**config.mk**
```make
export PLATFORM = sky130hd
export DESIGN_NAME = video_timing_gen
export DESIGN_NICKNAME = d
export VERILOG_FILES = /design/src/rtl/video_timing_pkg.sv /design/src/rtl/video_pos_counter.sv /design/src/rtl/video_timing_gen.sv
export SDC_FILE = /design/constraint.sdc
export NUM_CORES = 1
export LEC_CHECK = 0
export CAP_MARGIN = 20
export CORE_ASPECT_RATIO = 1.1
export CORE_MARGIN = 10
export CORE_UTILIZATION = 45
export CTS_CLUSTER_DIAMETER = 50
export DETAILED_ROUTE_END_ITERATION = 10
export GPL_ROUTABILITY_DRIVEN = 0
export PLACE_DENSITY = 0.74
export SLEW_MARGIN = 15
export SYNTH_ARGS = -nofsm -noshare
export SYNTH_HDL_FRONTEND = slang
export SYNTH_SLANG_ARGS = --single-unit
```
**constraint.sdc**
```tcl
create_clock -name vga_clk -period 3.7 [get_ports vga_clk]
set_input_delay 0.74 -clock vga_clk [delete_from_list [all_inputs] [get_ports vga_clk]]
set_output_delay 0.74 -clock vga_clk [all_outputs]
set_load 0.005 [all_outputs]
```
**src/rtl/video_timing_pkg.sv**
```systemverilog
// Shared timing defaults, derived frame totals and the pixel position payload
// used by the video timing generator and its users.
package video_timing_pkg;

  localparam int unsigned DEF_H_ACTIVE = 640;
  localparam int unsigned DEF_H_FRONT  = 16;
  localparam int unsigned DEF_H_SYNC   = 96;
  localparam int unsigned DEF_H_BACK   = 48;
  localparam int unsigned DEF_V_ACTIVE = 480;
  localparam int unsigned DEF_V_FRONT  = 10;
  localparam int unsigned DEF_V_SYNC   = 2;
  localparam int unsigned DEF_V_BACK   = 33;
  localparam int unsigned DEF_LEAD     = 2;
  localparam int unsigned DEF_XW       = 11;
  localparam int unsigned DEF_YW       = 10;

  typedef struct packed {
    logic [DEF_XW-1:0] x;
    logic [DEF_YW-1:0] y;
  } pos_t;

  function automatic int unsigned h_total(input int unsigned active, input int unsigned front,
                                          input int unsigned sync, input int unsigned back);
    return active + front + sync + back;
  endfunction

  function automatic int unsigned v_total(input int unsigned active, input int unsigned front,
                                          input int unsigned sync, input int unsigned back);
    return active + front + sync + back;
  endfunction

endpackage

```
**src/rtl/video_pos_counter.sv**
```systemverilog
// Wrapping horizontal/vertical position counter. While disabled it sits at its
// load position so the next enabled cycle starts from there.
module video_pos_counter
  import video_timing_pkg::*;
#(
  parameter int unsigned H_TOTAL = 800,
  parameter int unsigned V_TOTAL = 525,
  parameter int unsigned XW      = DEF_XW,
  parameter int unsigned YW      = DEF_YW,
  parameter int unsigned H_LOAD  = 0,
  parameter int unsigned V_LOAD  = 0
) (
  input  logic          vga_clk,
  input  logic          reset,
  input  logic          en_i,
  output logic [XW-1:0] h_o,
  output logic [YW-1:0] v_o
);

  logic [XW-1:0] h_q, h_d;
  logic [YW-1:0] v_q, v_d;

  always_comb begin
    h_d = h_q;
    v_d = v_q;
    if (!en_i) begin
      h_d = XW'(H_LOAD);
      v_d = YW'(V_LOAD);
    end else if (h_q == XW'(H_TOTAL - 1)) begin
      h_d = '0;
      v_d = (v_q == YW'(V_TOTAL - 1)) ? '0 : v_q + YW'(1);
    end else begin
      h_d = h_q + XW'(1);
    end
  end

  always_ff @(posedge vga_clk or posedge reset) begin
    if (reset) begin
      h_q <= XW'(H_LOAD);
      v_q <= YW'(V_LOAD);
    end else begin
      h_q <= h_d;
      v_q <= v_d;
    end
  end

  assign h_o = h_q;
  assign v_o = v_q;

endmodule

```
**src/rtl/video_timing_gen.sv**
```systemverilog
// Raster timing generator: syncs, data enable, pixel coordinates, frame/line
// events and a look-ahead fetch position running LEAD clocks ahead.
module video_timing_gen
  import video_timing_pkg::*;
#(
  parameter int unsigned H_ACTIVE = DEF_H_ACTIVE,
  parameter int unsigned H_FRONT  = DEF_H_FRONT,
  parameter int unsigned H_SYNC   = DEF_H_SYNC,
  parameter int unsigned H_BACK   = DEF_H_BACK,
  parameter int unsigned V_ACTIVE = DEF_V_ACTIVE,
  parameter int unsigned V_FRONT  = DEF_V_FRONT,
  parameter int unsigned V_SYNC   = DEF_V_SYNC,
  parameter int unsigned V_BACK   = DEF_V_BACK,
  parameter bit          HS_POL   = 1'b0,
  parameter bit          VS_POL   = 1'b0,
  parameter int unsigned LEAD     = DEF_LEAD,
  parameter int unsigned XW       = DEF_XW,
  parameter int unsigned YW       = DEF_YW
) (
  input  logic          vga_clk,
  input  logic          reset,
  input  logic          en,
  input  logic [YW-1:0] irq_line,
  output logic          hs,
  output logic          vs,
  output logic          de,
  output logic [XW-1:0] x,
  output logic [YW-1:0] y,
  output logic          sol,
  output logic          sof,
  output logic          line_irq,
  output logic [15:0]   frame_cnt,
  output logic          fetch_valid,
  output logic [XW-1:0] fetch_x,
  output logic [YW-1:0] fetch_y
);

  localparam int unsigned H_TOTAL  = h_total(H_ACTIVE, H_FRONT, H_SYNC, H_BACK);
  localparam int unsigned V_TOTAL  = v_total(V_ACTIVE, V_FRONT, V_SYNC, V_BACK);
  localparam int unsigned HS_START = H_ACTIVE + H_FRONT;
  localparam int unsigned HS_END   = HS_START + H_SYNC;
  localparam int unsigned VS_START = V_ACTIVE + V_FRONT;
  localparam int unsigned VS_END   = VS_START + V_SYNC;

  logic [XW-1:0] h, fh;
  logic [YW-1:0] v, fv;

  // Display position starts at (0,0); fetch position is the same raster LEAD ahead.
  video_pos_counter #(
    .H_TOTAL(H_TOTAL), .V_TOTAL(V_TOTAL), .XW(XW), .YW(YW), .H_LOAD(0), .V_LOAD(0)
  ) u_disp_pos (
    .vga_clk(vga_clk), .reset(reset), .en_i(en), .h_o(h), .v_o(v)
  );

  video_pos_counter #(
    .H_TOTAL(H_TOTAL), .V_TOTAL(V_TOTAL), .XW(XW), .YW(YW), .H_LOAD(LEAD), .V_LOAD(0)
  ) u_fetch_pos (
    .vga_clk(vga_clk), .reset(reset), .en_i(en), .h_o(fh), .v_o(fv)
  );

  logic          hs_q, hs_d, vs_q, vs_d, de_q, de_d;
  logic [XW-1:0] x_q, x_d, fx_q, fx_d;
  logic [YW-1:0] y_q, y_d, fy_q, fy_d;
  logic          sol_q, sol_d, sof_q, sof_d, lirq_q, lirq_d, fv_q, fv_d;
  logic [15:0]   frame_cnt_q, frame_cnt_d;

  logic disp_act, fetch_act;

  assign disp_act  = (h < XW'(H_ACTIVE)) && (v < YW'(V_ACTIVE));
  assign fetch_act = (fh < XW'(H_ACTIVE)) && (fv < YW'(V_ACTIVE));

  // Next output values decoded from the current counter state; idle when disabled.
  always_comb begin
    hs_d        = ~HS_POL;
    vs_d        = ~VS_POL;
    de_d        = 1'b0;
    x_d         = '0;
    y_d         = '0;
    sol_d       = 1'b0;
    sof_d       = 1'b0;
    lirq_d      = 1'b0;
    fv_d        = 1'b0;
    fx_d        = '0;
    fy_d        = '0;
    frame_cnt_d = frame_cnt_q;
    if (en) begin
      if ((h >= XW'(HS_START)) && (h < XW'(HS_END))) hs_d = HS_POL;
      if ((v >= YW'(VS_START)) && (v < YW'(VS_END))) vs_d = VS_POL;
      de_d   = disp_act;
      x_d    = disp_act ? h : '0;
      y_d    = disp_act ? v : '0;
      sol_d  = (h == '0) && (v < YW'(V_ACTIVE));
      sof_d  = (h == '0) && (v == '0);
      lirq_d = (h == XW'(H_ACTIVE)) && (v == irq_line);
      fv_d   = fetch_act;
      fx_d   = fetch_act ? fh : '0;
      fy_d   = fetch_act ? fv : '0;
      if (sof_d) frame_cnt_d = frame_cnt_q + 16'd1;
    end
  end

  always_ff @(posedge vga_clk or posedge reset) begin
    if (reset) begin
      hs_q        <= ~HS_POL;
      vs_q        <= ~VS_POL;
      de_q        <= 1'b0;
      x_q         <= '0;
      y_q         <= '0;
      sol_q       <= 1'b0;
      sof_q       <= 1'b0;
      lirq_q      <= 1'b0;
      fv_q        <= 1'b0;
      fx_q        <= '0;
      fy_q        <= '0;
      frame_cnt_q <= '0;
    end else begin
      hs_q        <= hs_d;
      vs_q        <= vs_d;
      de_q        <= de_d;
      x_q         <= x_d;
      y_q         <= y_d;
      sol_q       <= sol_d;
      sof_q       <= sof_d;
      lirq_q      <= lirq_d;
      fv_q        <= fv_d;
      fx_q        <= fx_d;
      fy_q        <= fy_d;
      frame_cnt_q <= frame_cnt_d;
    end
  end

  assign hs          = hs_q;
  assign vs          = vs_q;
  assign de          = de_q;
  assign x           = x_q;
  assign y           = y_q;
  assign sol         = sol_q;
  assign sof         = sof_q;
  assign line_irq    = lirq_q;
  assign frame_cnt   = frame_cnt_q;
  assign fetch_valid = fv_q;
  assign fetch_x     = fx_q;
  assign fetch_y     = fy_q;

endmodule

```
==> summary.md, run 1 <==
The tools report the headroom to the max-slew limit as 52.8%. The combined global-route utilization of all metal layers came out at 14.0%. STA puts the critical path data arrival time at 2.70 ns. The net count of the finished layout is 537.

Synthesis handed over a netlist of 440 instances. The area growth from synthesis to layout is 24.6%. Wires add up to 10700 microns. The post-route standard cell area excluding fillers is 6030 sq um, and the number of gates resized after cts is 0.

For the worst flop-to-flop path, the logic depth is 5. After clock tree synthesis, the clock-pin slew on the worst setup and hold paths is 0.07 ns. Post-placement cell count: 647.

Yosys attributes the largest share of cell area to dfrtp_1, and2_1, xor2_1, xnor2_1, nand3_1. Entering global routing, the biggest net connects 69 pins. Summed over all nets, the half-perimeter wirelength after detailed placement is 7530 microns. The synthesized design spends more area on one cell type than any other, namely dfrtp_1.

The tools report the first-pass GRT wire length as 17900 microns. The distinct cell type count after synthesis came out at 50. The worst register-to-register path begins at u_fetch_pos.h_o[1].

For this design, the CTS-stage hold fixing added 0 buffers. Final routed wire length divided by cell count: 16.2 microns. For the hold violation total from the final report, the log shows 0.

The run gives 254 as the DRC violation total after the first TritonRoute iteration. In this run the worst setup path terminates at u_fetch_pos.v_o[3]. The tools report the placed cell area as 5730 sq um. For this run, the leading register cell type out of synthesis is dfrtp_1. Summing over every cut layer, the via total after detailed routing is 3599. In this run, CTS created clock tree buffers numbering 9.

Derived from the worst setup path, the maximum achievable clock frequency is 407 MHz. The final-report max-slew violation count was 0; the clock insertion delay at the later pin of the skew report was 0.34 ns. For the total setup violations reported at the end of the flow, the log shows 0. Initial antenna violation count: 0.

The worst setup path is captured at a flop. The mapped netlist covers 4840 sq um. Total power for the finished layout comes to 2.54 mW.

The setup TNS after final layout was 0 ns. The worst hold path belongs to the class flop to flop. At the pin with the least slew margin, the transition time is 0.698 ns. Data on the critical path is required at its endpoint by 3.95 ns. The tree is rooted in a clkbuf_16. The chip height was 129 microns; the port buffer count was 77. Counting I/O delays and the setup requirement, the final critical path takes 2.46 ns.

Across all register-to-register paths, the minimum setup slack is 1.24 ns. 78 I/O pins were placed. Counting along the longest clock path gives a buffer depth of 2. After floorplanning, the core was sized to cover 10400 sq um. The maximum fanout along the worst path came out at 16.

Share of final-layout standard cells stronger than drive strength 1: 6.94%. The number of antenna diodes in the final layout is 0. Once the floorplan was initialized, standard cells occupied 46.4% of the core. The flow ran to the end, and the final reports show no timing, DRC or antenna violations.

Before antenna repair, the detailed router went through 5 iterations. The post-detailed-route via-to-cell ratio was 5.44; the die extent in x was 119 microns. STA classifies the critical path startpoint as a flop. The critical path class was flop to flop.

Setup repair after global routing left no endpoint under its margin. The number of maximum-capacitance violations was 0; the remaining global-route overflow was 0. The run gives 0 as the number of setup buffers added after CTS. TritonCTS built the clock tree. Each instance of the synthesized netlist takes up on average 11.0 sq um. The die covers 15300 sq um. Counting flops with an async set or reset pin after synthesis yields a share of 100%. The post-route antenna net violation count was 0.

The endpoint of the worst register-to-register path is u_fetch_pos.v_o[3]. For this run, design rule violations remaining after detail routing come to 0. The critical path starts at u_fetch_pos.h_o[1]. The tools report the number of global-route vias before repair as 3568.

The analysis attributes to cell leakage a power of 2.66 nW. The run gives 662 as the post-layout instance count excluding filler cells. Number of rows in the core area: 39. The clock skew after layout came out at 0.00719 ns.

Power spread over the standard cell area amounts to 421 nW/um^2. Sequential cells were found to cover 55.4% of the synthesized design area. The count of flip-flops with a built-in enable after synthesis was 0. Across the VDD grid, the largest voltage drop is 0.276 mV. The tools report the total clock sinks as 107.

The period utilization was 66.4%; the portion of synthesized cell area occupied by the leading cell type was 53.7%. The run gives 0 as the warning count from the yosys run. After synthesis the netlist holds a flip-flop and latch count of 107. The H-tree was split into 3 levels.
==> synth_stat cells (7+ instances only) <==
master / count
ha_1: 9
o21ai_0: 7
xor2_1: 24
nand2_1: 28
o31ai_1: 9
nor2_1: 31
and3_1: 7
inv_1: 12
dfrtp_1: 104
o211ai_1: 7
and2_1: 37
xnor2_1: 19
clkbuf_1: 11
nand4_1: 11
nor4_1: 16
nor3_1: 15
nand3_1: 28
==> report_power, final <==
| part | leakage (nW) | internal (mW) | switching (mW) | total, mW |
|---|---|---|---|---|
| logic | 1.06 | 0.151 | 0.130 | 0.281 |
| registers | 1.45 | 1.23 | 0.0770 | 1.31 |
| clock network | 0.146 | 0.530 | 0.426 | 0.956 |
==> worst min-delay path by stage <==
| stage | cells after the start | from | slack (ns) | end |
|---|---|---|---|---|
| floorplan | 1 | frame_cnt[15] | 0.46 | frame_cnt[15] |
| global placement | 1 | frame_cnt[15] | 0.46 | frame_cnt[15] |
| detailed placement | 1 | frame_cnt[15] | 0.46 | frame_cnt[15] |
| CTS | 1 | frame_cnt[15] | 0.48 | frame_cnt[15] |
| global route | 1 | frame_cnt[15] | 0.50 | frame_cnt[15] |
| finish | 1 | frame_cnt[15] | 0.48 | frame_cnt[15] |
==> sequential cells by signal (all words and copies together), names as in the netlist <==
register and flops:
fetch_y 10, u_fetch_pos.h_o 11, vs 1, hs 1
u_disp_pos.h_o 11, line_irq 1, u_disp_pos.v_o 10, y 10
fetch_x 11, sof 1, x 11, sol 1
fetch_valid 1, frame_cnt 16, u_fetch_pos.v_o 10, de 1
==> cell type report <==
cell class	count	area, sq um
clock buffers	9	225
inverters	12	47.5
repair buffers	82	821
fillers	900	4410
clock inverters	6	73.8
flip-flops and latches	107	2680
multi-input cells	303	2010
well taps	143	179
==> routing by layer <==
| layer | up-vias | global-route usage (%) | wire length, microns |
|---|---|---|---|
| met1 | 1767 | 17.1 | 4560 |
| li1 | 1695 | - | - |
| met3 | 17 | 4.20 | 806 |
| met4 | 0 | 5.32 | 195 |
| met5 | - | 0 | 0 |
| met2 | 120 | 23.0 | 5130 |
==> cell families (layout without fill, tap and decap cells) <==
kind of cell / Yosys count / in the layout / share of synthesized area, %
fa+ha+maj: 9 / 9 / 2.33
xor+xnor: 43 / 43 / 7.78
compound gates: 45 / 45 / 6.92
buf+inv: 33 / 109 / 3.46
mux: 2 / 2 / 0.439
flops: 107 / 107 / 55.4
other cells: 1 / 4 / 0.0774
simple gates: 200 / 200 / 23.6
==> critical path, cell delays in order (launching register included) <==
cell	delay [ns]
dfstp_2	0.56
ha_1	0.24
and4_1	0.23
nand4_1	0.55
nand2b_1	0.50
o31ai_1	0.27
==> cell usage in the layout (no fill, tap or decap), types with 3 or more instances in the layout <==
cell	count
a22oi_1	4
clkdlybuf4s50_1	77
dfrtp_1	104
nand4_1	11
buf_4	4
o31a_1	3
o31ai_1	9
dfstp_2	3
nand3_1	28
a32oi_1	3
nor2_1	31
o211ai_1	7
nand4_2	3
and2_1	37
xnor2_1	19
clkinv_4	3
nor3_1	15
and3_1	7
o21ai_0	7
nor4_1	16
conb_1	4
clkbuf_16	9
xor2_1	24
nand2b_1	3
nand2_1	28
inv_1	11
and4_1	4
or3_1	3
ha_1	9
==> per-stage QoR <==
step,hold slack [ns],util (%),setup slack (ns)
after global routing,0.499,57.8,1.05
final,0.483,57.8,1.24
after floorplan,0.465,-,0.148
after global placement,0.463,54.9,0.941
after CTS,0.481,57.8,1.26
after detailed placement,0.465,54.9,0.889
Note: power is estimated with default switching activity, not from simulation.
==> run 2, diff against run 1 <==
- clock period: 3.7 -> 2 ns (I/O delays scaled with it)
==> run 2 against run 1 <==
Critical path type unchanged. Highest routed layer unchanged. Sequential power up 84%. Wire length is 7.3% higher. Clock skew is 0.00064 ns higher. Global-route usage rose by 1.1 points. Register-to-register slack got worse by 1.2 ns. Via count rose by 5.1%. Combinational power increased by 100%. Worst setup slack lost 1.2 ns. Flip-flop and latch count stayed put.
==> summary.md, run 2 (synthesis gave the netlist of run 1 again) <==
The flow ran to the end, and the final reports show no timing, DRC or antenna violations. The routed layout has 3784 vias. The die covers 15300 sq um.

Detailed placement ended at an HPWL of 8040 microns. The share of final-layout standard cells stronger than drive strength 1 was 14.2%; the maximum number of pins on one net before global-route repair was 60. The number of antenna cells inserted was 0; the maximum operating frequency was 502 MHz. For this block, the initial DRC count from the detailed router was 281. The number of rows in the core area was 39. The critical path class is flop to flop. Period utilization: 99.6%.

For the worst-skew pair, the clock arrives at the later sink with an insertion delay of 0.34 ns. Leaving out fill and tap cells, the most frequent cells in the layout are dfrtp_1, clkdlybuf4s50_1, buf_4. In this run the tool buffered the top-level ports with 77 buffer cells. The analysis attributes to cell leakage a power of 2.85 nW.

At the end of the flow, the number of nets in the layout was 572. Effective utilization at floorplan: 46.4%. Of all nets on the critical path, the largest fanout is 7.

Summed over all layers, the global routing overflow is 0. The chip height came out at 129 microns. The number of flip-flops under the largest register name is 16, and the number of buffers added by the clock tree synthesis step is 9. The CTS H-tree depth came out at 3.

The tools report the critical path capture point type as a flop. The tools report the total setup violations reported at the end of the flow as 0. The critical path starts at u_fetch_pos.h_o[1]. The most common cell after layout, fill and taps aside is dfrtp_1. The detail route stage leaves a number of antenna-violating nets equal to 0. The final routed wire length divided by cell count works out to 16.4 microns.

The cell family contributing the most delay on the critical path is simple AND/OR/NAND/NOR gates. The post-detailed-route via-to-cell ratio was 5.42; the wire length reported by the detailed router was 11500 microns. For the worst setup path, the data required time is 2.21 ns. The first detailed-routing pass took 5 iterations.

For the combined global-route utilization of all metal layers, the log shows 15.1%. The shortest clock period the worst path allows after layout works out to 1.99 ns. After clock tree synthesis, the clock-pin slew on the worst setup and hold paths is 0.07 ns.

The hold violation total from the final report was 0; the worst voltage drop across the vdd grid was 0.571 mV. Clock tree synthesis selected as its root buffer the cell clkbuf_16. The critical path goes through ha_1 > and4_1 > nand4_1 > buf_4 > nand2_1 > nor2_1. The run gives 3787 as the number of global-route vias before repair.

TritonCTS built the clock tree. The clock net in this run drives a total of 107 sinks. The placed cell area was 6000 sq um.

The number of buffers and inverters on the critical path was 1. The first global-routing pass estimated 19200 microns of wire. Setup repair after global routing could not meet its margin everywhere.

The clock skew after layout came out at 0.00783 ns. The worst hold path class was input port to async pin. For this run, design rule violations remaining after detail routing come to 0. The logs give 0 for the initial antenna violation count and 0.325 ns for the worst hold slack across all endpoints. The maximum buffer depth of the clock tree came out at 2. The post-route standard cell area excluding fillers came out at 6380 sq um. The worst stage delay on the critical path is 0.57 ns.

The setup TNS after final layout was 0 ns; the area inside the core boundary was 10400 sq um. Beginning of the worst register-to-register path: u_fetch_pos.h_o[1]. The tools report the top-level port count as 78. The synthesis-to-finish area growth is 31.8%. From left edge to right edge, the die measures 119 microns.

For the final-report max-slew violation count, the log shows 0. The run gives 2.20 ns as the data arrival time of the critical path. Power spread over the standard cell area amounts to 755 nW/um^2. Max-cap violations in this run came to 0. The slowest cell on the critical path was dfstp_2. The tools report the nature of the critical path startpoint as a flop.
-- run 2: cell types whose count changed in the layout (fill, tap and decap cells not counted), moves of 2 or more --
cell      change
clkinv_4      -2
nor4_2        +3
buf_4        +34
nor4_1        -4
-- run 2: repair_timing --
action	CTS	global route
setup endpoints to repair	0	22
setup buffers	0	2
hold buffers	0	0
resized for setup	0	10
-- run 2: path summary, 6_finish.rpt --
check                           slack, ns  depth (start not counted)                 end
worst max-delay path                0.008                          6  u_fetch_pos.h_o[5]
worst min-delay path                 0.33                          2               x[10]
worst max register to register      0.008                          6  u_fetch_pos.h_o[5]
worst min register to register       0.48                          1       frame_cnt[15]
max in group asynchronous            1.09                          3                  vs
min in group vga_clk                 0.48                          1       frame_cnt[15]
-- run 2: cell type report --
class | instances | area, sq um
clock buffer | 9 | 225
clock inverter | 7 | 92.6
fill | 845 | 4060
inverter | 12 | 48.8
multi-input combinational | 303 | 2060
sequential | 107 | 2680
tap | 143 | 179
timing repair buffer | 117 | 1100
-- run 2: where the power goes --
| part | total (mW) | switching [mW] | internal, mW |
|---|---|---|---|
| Clock | 1.85 | 0.839 | 1.01 |
| Sequential | 2.41 | 0.141 | 2.27 |
| Combinational | 0.564 | 0.255 | 0.309 |
| Total | 4.82 | 1.24 | 3.59 |
-- run 2: worst register-to-register path, delay by kind of cell (launching register included) --
| family | cells | cell delay, ns |
|---|---|---|
| AND/OR/NAND/NOR | 4 | 0.87 |
| flip-flops | 1 | 0.57 |
| adder cells (fa/ha/maj) | 1 | 0.17 |
| buffers and inverters | 1 | 0.26 |
-- run 2: layer usage --
layer	vias up	track usage, %	wire length (microns)
met2	158	25.4	5590
met3	17	4.81	955
li1	1761	-	-
met1	1848	18.1	4780
met5	-	0	0
met4	0	4.89	147
-- run 2: metrics by stage --
stage | utilization (%) | setup WS (ns) | power [mW] | instances
6_report | 61.1 | 0.00775 | 4.82 | 698
5_1_grt | 61.1 | -0.124 | 5.03 | 698
4_1_cts | 60.5 | 0.0235 | 4.87 | 696
3_5_place_dp | 57.4 | -0.234 | 3.01 | 680
3_3_place_gp | 57.4 | -0.174 | 2.99 | 680
2_1_floorplan | - | 0.150 | 2.68 | 443
==> run 3, diff against run 2 <==
- SETUP_SLACK_MARGIN: not set -> 0.15
==> run 3 against run 2 <==
Critical path depth unchanged. Final cell count increased by 1.0%. Highest routed layer unchanged. Core utilization increased by 1.9 points. Critical endpoint is now u_disp_pos.v_o[8]. Register-to-register slack improved by 0.18 ns. Largest cell class unchanged. Global-route usage increased by 0.12 points. Worst hold slack improved by 0.15 ns. Wire length increased by 2.2%. Largest power group unchanged. First-iteration DRC count increased by 7.5%. Total power increased by 1.6%. Flip-flop and latch count unchanged.
==> summary.md, run 3 (synthesis gave the netlist of run 1 again) <==
The DRC violation total after the first TritonRoute iteration is 302, and the proportion of power drawn by flip-flops and latches is 49.5%. Global routing consumed, over all layers together, 15.2% of the routing resources. The timing startpoint of the critical path is u_disp_pos.h_o[0]. Final routed wire length divided by cell count: 16.6 microns. The clock-pin slew on the worst setup and hold paths came out at 0.07 ns.

Die extent in x: 119 microns. In the final layout, the share of cells above drive strength 1 is 19.0%. Overall power consumption after layout is estimated at 4.90 mW. Number of stages on the worst hold path: 1. Setup repair after global routing could not meet its margin everywhere. In this run, the combinational gates consume 12.3% of the power.

Broken down by cell family, the worst path's largest delay share belongs to simple AND/OR/NAND/NOR gates. The tools report the placed wire-length estimate after detailed placement as 8120 microns. The run gives 0 as the post-route antenna net violation count. For the worst hold slack across all endpoints, the log shows 0.478 ns.

The number of antenna diodes in the final layout is 0. For the detailed-router iteration count before antenna repair, the log shows 4. The worst setup path is launched from a flop. Across the VDD grid, the largest voltage drop is 0.553 mV. The setup TNS after final layout came out at 0 ns.

In the final design database the tool counted 579 nets. The number of global-route vias before repair was 3860; the total clock sinks was 107. Among all stages on the critical path, the largest delay is contributed by dfrtp_1.

The tools report the total setup violations reported at the end of the flow as 0. The worst setup path is of the flop to flop kind. The number of stages on the worst setup path is 6. Counting I/O delays and the setup requirement, the final critical path takes 1.81 ns.

During placement, the flow inserted port buffers numbering 77. The number of buffers and inverters on the critical path came out at 1. The clock passes through at most 2 buffers. In this design, the stage delay of the slowest critical-path cell is 0.41 ns. The tools report the beginning of the worst register-to-register path as u_disp_pos.h_o[0]. The register with the most flip-flops in the layout has 16 of them. For this configuration, the core starts out at a cell density of 46.4%. For the remaining global-route overflow, the log shows 0. The worst hold path begins at frame_cnt[15]. In the layout the commonest cells are dfrtp_1, clkdlybuf4s50_1, buf_4. In this run the count of I/O pins placed on the die edge is 78. Of all nets on the critical path, the largest fanout is 6.

The logs give 0 for the final-report max-slew violation count and 0 for the count of unresolved DRC violations after routing. The switching power is 1.19 mW. The CTS H-tree depth is 3, and the clock skew after layout is 0.00767 ns.

The worst hold path class was flop to flop. The initial antenna violation count was 0. The tools report the via count as 3804. The clock insertion delay at the later pin of the skew report is 0.35 ns. Entering global routing, the biggest net connects 56 pins. In the routed layout, each cell is associated on average with a via count of 5.40. Relative to the synthesized area, the layout overhead comes to 35.9%. From bottom edge to top edge, the die measures 129 microns. Cell internal power was estimated by the tool at 3.71 mW. The analysis attributes to cell leakage a power of 2.91 nW. The first global-routing pass estimated 19100 microns of wire. Area inside the core boundary: 10400 sq um. The number of buffers added by the clock tree synthesis step is 9. Counting cells, the worst reg-to-reg path comes to 6. The number of buffers added to fix hold violations after cts is 0, and the full die area is 15300 sq um. The critical path capture point type was a flop.

After detailed routing, the total wire length is 11700 microns. Most common cell after layout, fill and taps aside: dfrtp_1. The floorplan has 39 rows. Of the available clock period, the critical path in the final layout requires 90.7%. The logs give 552 MHz for the maximum operating frequency and 38.3% for the clock network fraction of total power. Walking the worst path, the cells encountered are ha_2 > and4_4 > and3_1 > nand4_2 > buf_4 > o31ai_1.

Number of maximum-capacitance violations: 0. The tools report the clock tree root driver cell as clkbuf_16. The tools report the critical path data required time as 2.25 ns.

The flow ran to the end, and the final reports show no timing, DRC or antenna violations. The register-to-register path setup slack is 0.19 ns, and the areal power density over the cells is 745 nW/um^2. TritonCTS built the clock tree. The data arrival time of the critical path came out at 2.06 ns.

Net switching is 24.3% of the power. The hold violation total from the final report came out at 0.
run 3: cell types whose count changed in the layout (fill, tap and decap cells not counted), moves of 3 or more:
cell,before,now
buf_4,38,43
clkbuf_8,0,4
nor3_1,14,10
nor3_2,1,5
dfrtp_1,104,101
dfrtp_2,0,3
ha_1,9,6
inv_6,3,0
o31ai_1,9,6
o31ai_2,0,3
run 3: worst reg2reg max path, cell delays in order (launching register included):
cell and delay (ns):
dfrtp_1 0.41, ha_2 0.23, and4_4 0.27, and3_1 0.18, nand4_2 0.19, buf_4 0.21, o31ai_1 0.23
run 3: through the flow:
stage,utilization (%),cell area (sq um),instances,worst slack (ns)
2_1_floorplan,-,4860,443,0.159
3_3_place_gp,57.4,6000,680,-0.155
3_5_place_dp,57.4,6000,680,-0.214
4_1_cts,60.9,6350,699,0.140
5_1_grt,63.0,6580,705,0.0686
6_report,63.0,6580,705,0.187
run 3: area by class of cell:
| cell class | count | area [sq um] |
|---|---|---|
| Fill cell | 830 | 3860 |
| Timing Repair Buffer | 124 | 1160 |
| Clock buffer | 13 | 280 |
| Tap cell | 143 | 179 |
| Multi-Input combinational cell | 303 | 2190 |
| Inverter | 12 | 48.8 |
| Sequential cell | 107 | 2690 |
| Clock inverter | 3 | 43.8 |
run 3: path summary, 6_finish.rpt:
| kind | endpoint |
|---|---|
| max | u_disp_pos.v_o[8] |
| max reg2reg | u_disp_pos.v_o[8] |
| max in group asynchronous | vs |
| min reg2reg | frame_cnt[15] |
| min | frame_cnt[15] |
| min in group asynchronous | fetch_x[7] |
run 3: what timing repair did:
action	CTS	global route
buffers inserted	3	6
resized for setup	3	37
pin swaps	1	11
endpoints found under the setup margin	31	49
run 3: per-layer routing:
metal / vias to the layer above / track usage, % / part of all wire, %
met5: - / 0 / 0
met4: 0 / 5.10 / 1.4
met3: 10 / 5.03 / 7.1
met2: 142 / 25.8 / 50
met1: 1878 / 17.9 / 42
li1: 1774 / - / -
run 3: power by group through the flow:
stage / Sequential (mW) / Clock (mW) / Combinational [mW]
after CTS: 2.42 / 1.90 / 0.580
final: 2.43 / 1.88 / 0.601
after global placement: 2.45 / 0 / 0.550
after global routing: 2.44 / 1.98 / 0.670
after floorplan: 2.43 / 0 / 0.252
after detailed placement: 2.45 / 0 / 0.561
